[src/rtl/muldiv_unit_if.sv]
// Request/response bundle between the execute stage and the iterative mul/div unit.
// The execute stage is the master; the unit itself is the slave.
interface muldiv_unit_if #(
    parameter int WIDTH = 32
);
    logic             start;
    logic             kill;
    logic [2:0]       funct3;
    logic [WIDTH-1:0] srca;
    logic [WIDTH-1:0] srcb;
    logic             busy;
    logic             done;
    logic [WIDTH-1:0] result;

    modport master (
        output start, kill, funct3, srca, srcb,
        input  busy, done, result
    );

    modport slave (
        input  start, kill, funct3, srca, srcb,
        output busy, done, result
    );
endinterface

[src/rtl/muldiv_unit.sv]
// Iterative RV32M multiply/divide: one radix-2 step per cycle on operand magnitudes, then a sign/special-case fix.
// Latency WIDTH+2 cycles from accept to done for every op; a new start is taken only in IDLE.
module muldiv_unit #(
    parameter int WIDTH = 32
) (
    input  logic         clk,
    input  logic         reset,
    muldiv_unit_if.slave bus
);
    localparam int CW = $clog2(WIDTH);

    typedef enum logic [1:0] {IDLE, CALC, FIX, DONE} state_t;

    state_t           state, state_nxt;
    logic             accept, load_res;
    logic [CW-1:0]    count;
    logic [2:0]       op;
    logic [WIDTH-1:0] a_raw, b_mag, hi, lo, result_q;
    logic             a_neg, b_neg;

    // Operand decode at the accept edge: signedness and magnitudes
    logic             a_signed_in, b_signed_in, a_neg_in, b_neg_in;
    logic [WIDTH-1:0] a_mag_in, b_mag_in;

    always_comb begin
        a_signed_in = !(bus.funct3 == 3'b011 || bus.funct3 == 3'b101 || bus.funct3 == 3'b111);
        b_signed_in = (bus.funct3 == 3'b000 || bus.funct3 == 3'b001 ||
                       bus.funct3 == 3'b100 || bus.funct3 == 3'b110);
        a_neg_in    = a_signed_in & bus.srca[WIDTH-1];
        b_neg_in    = b_signed_in & bus.srcb[WIDTH-1];
        a_mag_in    = a_neg_in ? -bus.srca : bus.srca;
        b_mag_in    = b_neg_in ? -bus.srcb : bus.srcb;
    end

    // One iteration: shift-add multiply step or restoring divide step
    logic [WIDTH:0] mul_sum, div_sh, div_diff;

    always_comb begin
        mul_sum  = {1'b0, hi} + (lo[0] ? {1'b0, b_mag} : '0);
        div_sh   = {hi, lo[WIDTH-1]};
        div_diff = div_sh - {1'b0, b_mag};
    end

    // Final sign correction; the signed-overflow divide falls out naturally
    // (magnitudes 2^(W-1)/1 with matching signs), only divide-by-zero is special.
    logic [2*WIDTH-1:0] prod, prod_fix;
    logic [WIDTH-1:0]   quo_fix, rem_fix, res_nxt;

    always_comb begin
        prod     = {hi, lo};
        prod_fix = (a_neg ^ b_neg) ? -prod : prod;
        quo_fix  = (a_neg ^ b_neg) ? -lo : lo;
        rem_fix  = a_neg ? -hi : hi;
        res_nxt  = '0;
        case (op)
            3'b000:         res_nxt = prod_fix[WIDTH-1:0];
            3'b001, 3'b010,
            3'b011:         res_nxt = prod_fix[2*WIDTH-1:WIDTH];
            3'b100, 3'b101: res_nxt = (b_mag == '0) ? '1 : quo_fix;
            default:        res_nxt = (b_mag == '0) ? a_raw : rem_fix;
        endcase
    end

    always_ff @(posedge clk or posedge reset) begin
        if (reset) state <= IDLE;
        else       state <= state_nxt;
    end

    always_comb begin
        state_nxt = state;
        accept    = 1'b0;
        load_res  = 1'b0;
        case (state)
            IDLE: if (bus.start && !bus.kill) begin
                accept    = 1'b1;
                state_nxt = CALC;
            end
            CALC: begin
                if (bus.kill)                       state_nxt = IDLE;
                else if (count == CW'(WIDTH - 1))   state_nxt = FIX;
            end
            FIX: begin
                if (bus.kill) state_nxt = IDLE;
                else begin
                    load_res  = 1'b1;
                    state_nxt = DONE;
                end
            end
            DONE:    state_nxt = IDLE;
            default: state_nxt = IDLE;
        endcase
    end

    always_ff @(posedge clk or posedge reset) begin
        if (reset) begin
            count    <= '0;
            op       <= '0;
            a_raw    <= '0;
            b_mag    <= '0;
            a_neg    <= 1'b0;
            b_neg    <= 1'b0;
            hi       <= '0;
            lo       <= '0;
            result_q <= '0;
        end else begin
            if (accept) begin
                count <= '0;
                op    <= bus.funct3;
                a_raw <= bus.srca;
                b_mag <= b_mag_in;
                a_neg <= a_neg_in;
                b_neg <= b_neg_in;
                hi    <= '0;
                lo    <= a_mag_in;
            end else if (state == CALC) begin
                count <= count + 1'b1;
                if (op[2]) begin
                    hi <= div_diff[WIDTH] ? div_sh[WIDTH-1:0] : div_diff[WIDTH-1:0];
                    lo <= {lo[WIDTH-2:0], ~div_diff[WIDTH]};
                end else begin
                    hi <= mul_sum[WIDTH:1];
                    lo <= {mul_sum[0], lo[WIDTH-1:1]};
                end
            end
            if (load_res) result_q <= res_nxt;
        end
    end

    assign bus.busy   = (state != IDLE);
    assign bus.done   = (state == DONE);
    assign bus.result = result_q;
endmodule

[src/flat_wrapper.sv]
// flat-port wrapper written by rule: the top's interface ports become plain ports
module muldiv_unit_flat 
#(
    parameter int WIDTH = 32
)
  (clk, reset, bus_start, bus_kill, bus_funct3, bus_srca, bus_srcb, bus_busy, bus_done, bus_result);
  muldiv_unit_if #(.WIDTH(WIDTH)) bus_i ();
  input  logic clk;
  input  logic reset;
  input wire logic [$bits(bus_i.start)-1:0] bus_start;
  input wire logic [$bits(bus_i.kill)-1:0] bus_kill;
  input wire logic [$bits(bus_i.funct3)-1:0] bus_funct3;
  input wire logic [$bits(bus_i.srca)-1:0] bus_srca;
  input wire logic [$bits(bus_i.srcb)-1:0] bus_srcb;
  output wire logic [$bits(bus_i.busy)-1:0] bus_busy;
  output wire logic [$bits(bus_i.done)-1:0] bus_done;
  output wire logic [$bits(bus_i.result)-1:0] bus_result;
  assign bus_i.start = bus_start;
  assign bus_i.kill = bus_kill;
  assign bus_i.funct3 = bus_funct3;
  assign bus_i.srca = bus_srca;
  assign bus_i.srcb = bus_srcb;
  assign bus_busy = bus_i.busy;
  assign bus_done = bus_i.done;
  assign bus_result = bus_i.result;
  muldiv_unit #(.WIDTH(WIDTH)) u_core (.clk(clk), .reset(reset), .bus(bus_i));
endmodule
[config.mk]
export PLATFORM = sky130hd
export DESIGN_NAME = muldiv_unit_flat
export DESIGN_NICKNAME = d
export VERILOG_FILES = /design/src/rtl/muldiv_unit_if.sv /design/src/rtl/muldiv_unit.sv /design/src/flat_wrapper.sv
export SDC_FILE = /design/constraint.sdc
export NUM_CORES = 1
export LEC_CHECK = 0
export BUFFER_PORTS_ARGS = -buffer_cell sky130_fd_sc_hd__buf_2
export CORE_MARGIN = 1
export CORE_UTILIZATION = 63
export CTS_CLUSTER_SIZE = 16
export DETAILED_ROUTE_END_ITERATION = 8
export PLACE_DENSITY = 0.9
export SYNTH_ARGS = -nofsm -noshare
export SYNTH_HDL_FRONTEND = slang
export SYNTH_SLANG_ARGS = --single-unit
[constraint.sdc]
create_clock -name clk -period 7.4 [get_ports clk]
set_input_delay 1.11 -clock clk [delete_from_list [all_inputs] [get_ports clk]]
set_output_delay 1.11 -clock clk [all_outputs]
set_load 0.01 [all_outputs]
==> flow_summary.rst <==
.. list-table::
   :header-rows: 1

   * - Metric
     - Value
   * - CP max stage delay
     - 820 ps
   * - P per Cell Area
     - 358 nW/µm²
   * - Global Route met3 Usage
     - 0.112
   * - Number of violations of the max-capacitance limit
     - 0
   * - FF-to-FF setup slack
     - 2790 ps
   * - Endpoint of the worst setup timing path
     - u_core.bus.result[22]
   * - IO Pins
     - 105
   * - CP Capture Type
     - flip-flop
   * - Die Width
     - 157 µm
   * - Leakage power total
     - 7.17 nW
   * - Cts-stage hold buffer count
     - 0
   * - Post-synthesis sequential element count
     - 172
   * - Starting density of the core
     - 0.644
   * - Most instantiated flip-flop cell in the synthesis netlist
     - dfrtp_1
   * - Fmax achieved
     - 217 MHz
   * - Number of enable flip-flop cells after synthesis
     - 0
   * - Maximum fanout count along the critical path
     - 32
   * - CP top delay family
     - simple AND/OR/NAND/NOR gates
   * - H-Tree Level Count
     - 4
   * - Post-cts gate resize count
     - 0
   * - Number of cell rows
     - 56
   * - Post-route DRC
     - 0
   * - Number of cells in the finished layout apart from fillers
     - 2291
   * - Largest net degree at the start of global routing
     - 96
   * - Cell at the slowest stage of the critical path
     - inv_1
   * - Count of final setup violators
     - 0
   * - Normalized max-slew margin
     - 0.272
   * - Area of the die
     - 24700 µm²
   * - Overall overflow remaining after global route
     - 0
   * - Post-synthesis area per instance
     - 7.78 µm²
   * - TritonCTS sink count
     - 172
   * - Overall die height
     - 157 µm
   * - Placement-stage worst setup slack
     - 3130 ps
   * - Post-layout worst setup margin
     - 2790 ps
   * - Worst reg2reg path depth
     - 12
   * - Setup TNS
     - 0 ps
   * - Area of combinational cells with multiple inputs
     - 10100 µm²
   * - Total number of vias
     - 15400
   * - Sequential cell area fraction in the yosys report
     - 0.284
   * - Area of all sequential standard cells
     - 4310 µm²
   * - Commonest non-fill, non-tap cells in the layout
     - 302 x nand2_1, 216 x o21ai_0, 171 x dfrtp_1, 146 x nor2_1, 128 x a21oi_1
   * - Total length of routed wires
     - 47600 µm
   * - Count of antenna-violating nets left after detailed routing
     - 0
   * - Required time reported for the critical path endpoint
     - 7720 ps
   * - Type of the setup path with the least slack
     - flip-flop to flip-flop
   * - Placer's final routability congestion estimate
     - 1.02
   * - Root Buffer
     - clkbuf_16
   * - First-pass GRT wire length
     - 75700 µm
   * - Clock slew seen by the registers of the worst setup and hold paths
     - 80 ps
   * - Wire per inst
     - 20.8 µm
   * - Unrepaired setup endpoints after global routing
     - no
   * - Count of buffers inserted at the top-level ports
     - 104
   * - Post-CTS setup buffer count
     - 0
   * - Clock insertion delay at the later pin of the skew report
     - 440 ps
   * - CP Depth
     - 12
   * - Number of antenna violations at the first check in global routing
     - 2
   * - Most Used Layer, Global Route
     - met2
   * - Launch point of the critical path
     - u_core.lo[0]
   * - Cell area after synthesis
     - 15200 µm²
   * - Setup skew after layout
     - 10.4 ps
   * - Hold violation total from the final report
     - 0
   * - Ratio of routed vias to standard cells
     - 6.70
   * - Post-synthesis instance total
     - 1951
   * - Number of global-route vias before repair
     - 14300
   * - Endpoint of the most critical register-to-register path
     - u_core.bus.result[22]
   * - Placed cells
     - 2260
   * - Number of max-slew violations in the final report
     - 0
   * - Portion of the clock cycle consumed by the worst path in the final layout
     - 0.623
   * - Placeable core area
     - 23500 µm²
   * - TritonCTS clock tree
     - built
   * - First-pass iteration count of the detailed router
     - 7
   * - Clock buffers created by TritonCTS
     - 17
   * - Transition time of the tightest slew-check pin
     - 1090 ps
   * - Tot GR Track Use
     - 0.393
   * - Number of DRC violations after detailed-routing iteration 0
     - 2114
   * - Worst path arrival time
     - 4930 ps
   * - Syn Nets
     - 2094
   * - Number of antenna diodes
     - 0
   * - Max rail drop VDD
     - 0.000299 V
   * - Layout cell share with drive strength beyond 1
     - 0.0984
   * - Number of unique standard cell types used by synthesis
     - 82
   * - Critical path buffer and inverter count
     - 1
   * - Most common cell after layout, fill and taps aside
     - nand2_1
   * - Class of the tightest hold or removal check
     - flip-flop to flip-flop
   * - Power, Total
     - 5.83 mW
   * - Run status
     - finished, final reports clean
   * - Final critical-path required period
     - 4610 ps
   * - Maximum buffer depth of the clock tree
     - 2
   * - Fin nets
     - 2103
   * - GR met2 Demand/Resource
     - 0.567
   * - Placed wire-length estimate
     - 34200 µm
   * - CP startpoint kind
     - flip-flop
   * - Startpoint of the most critical register-to-register path
     - u_core.lo[0]
   * - Share of flip-flops with an asynchronous set or reset after synthesis
     - 1.00
   * - Fill cell instance count of the final layout
     - 1900
   * - Routing usage on met1
     - 0.553
   * - Worst path cell trace
     - inv_1 -> ha_1 -> nand2b_1 -> nor4_4 -> nand2_1 -> nor2_1 -> nand3_1 -> or2_1 -> o41ai_2 -> xnor2_1 -> a221oi_1 -> a21oi_1
   * - Area added between synthesis and finish
     - 7.42%
   * - Yosys warnings
     - 0
[registers in the layout, indices dropped and copies added (netlist names)]
| signal | count |
|---|---|
| u_core.a_raw | 32 |
| u_core.b_mag | 32 |
| u_core.bus.result | 32 |
| u_core.hi | 32 |
| u_core.lo | 32 |
| u_core.count | 5 |
| u_core.op | 3 |
| u_core.state | 2 |
| u_core.a_neg | 1 |
| u_core.b_neg | 1 |
[report_power, final]
group / leakage, nW / switching, mW / internal (mW)
sequential: 2.16 / 0.466 / 1.15
clock: 0.277 / 0.458 / 0.449
combinational: 4.74 / 1.95 / 1.36
[Yosys cell counts (5+ instances only)]
cell type,count,area (µm²)
a211oi_1,10,75.1
a21o_1,30,225
a21oi_1,128,641
a221oi_1,16,140
a22oi_1,22,165
a31oi_1,11,68.8
and2_1,6,37.5
buf_1,8,30.0
buf_2,8,40.0
buf_6,5,56.3
clkbuf_1,111,417
dfrtp_1,172,4300
ha_1,70,876
inv_1,58,218
mux2i_1,59,591
nand2_1,302,1130
nand2b_1,11,68.8
nand3_1,26,130
nand3b_1,7,52.6
nand4_1,15,93.8
nor2_1,148,556
nor2b_1,17,106
nor3_1,30,150
nor4_1,21,131
o211ai_1,37,278
o21a_1,14,105
o21ai_0,216,1080
o21ai_1,6,30.0
o21bai_1,6,45.0
o221ai_1,10,87.6
o31a_1,7,61.3
o31ai_1,30,225
o41ai_1,13,114
or2_2,11,68.8
or3_1,19,119
or4_1,10,75.1
xnor2_1,94,823
xor2_1,107,937
[logic make-up (layout without fill, tap and decap cells)]
logic type | after synthesis | in the layout | synth area share
AND/OR/NAND/NOR | 662 | 662 | 0.206
AO/OA/AOI/OAI | 593 | 593 | 0.244
XOR/XNOR | 201 | 201 | 0.116
buffers and inverters | 192 | 213 | 0.0509
flip-flops | 172 | 172 | 0.284
adder cells (fa/ha/maj) | 72 | 72 | 0.0604
multiplexers | 59 | 59 | 0.0389
[area by class of cell]
class / instances / area share
inverter: 59 / 0.0139
clock inverter: 14 / 0.00914
multi-input combinational: 1587 / 0.621
tap: 319 / 0.0245
timing repair buffer: 123 / 0.0407
sequential: 172 / 0.264
clock buffer: 17 / 0.0261
[metal layers]
metal,up-vias,share of wire
met4,4,0.037
met2,1081,0.42
met5,-,0.00055
met1,7139,0.42
met3,162,0.12
li1,6972,-
[per-stage QoR]
step                 util  hold slack (ps)  instance area (µm²)
CTS                 0.692              483                16300
global placement    0.668              456                15700
finish              0.692              477                16300
detailed placement  0.668              466                15700
global route        0.692              515                16300
floorplan               -              440                15200
[how the worst min path moves through the flow]
| stage | startpoint | endpoint | slack, ps | cells after the start |
|---|---|---|---|---|
| after floorplan | u_core.a_raw[30] | u_core.a_raw[30] | 440 | 2 |
| final | u_core.bus.result[17] | u_core.bus.result[17] | 480 | 2 |
| after detailed placement | u_core.bus.result[15] | u_core.bus.result[15] | 470 | 2 |
| after CTS | u_core.bus.result[15] | u_core.bus.result[15] | 480 | 2 |
| after global placement | u_core.bus.result[23] | u_core.bus.result[23] | 460 | 2 |
| after global routing | u_core.bus.result[0] | u_core.bus.result[0] | 510 | 2 |
[worst reg2reg max path: cells and delay by family, from the launching register on]
family                     cells  cell delay [ps]
buffers and inverters          1              820
AOI/OAI and AO/OA              3              810
xor gates and xnor gates       1              110
adders and majority gates      1              370
DFF                            1              470
and+or+nand+nor                6             1920
No activity file was read; power rests on OpenSTA's default activity.
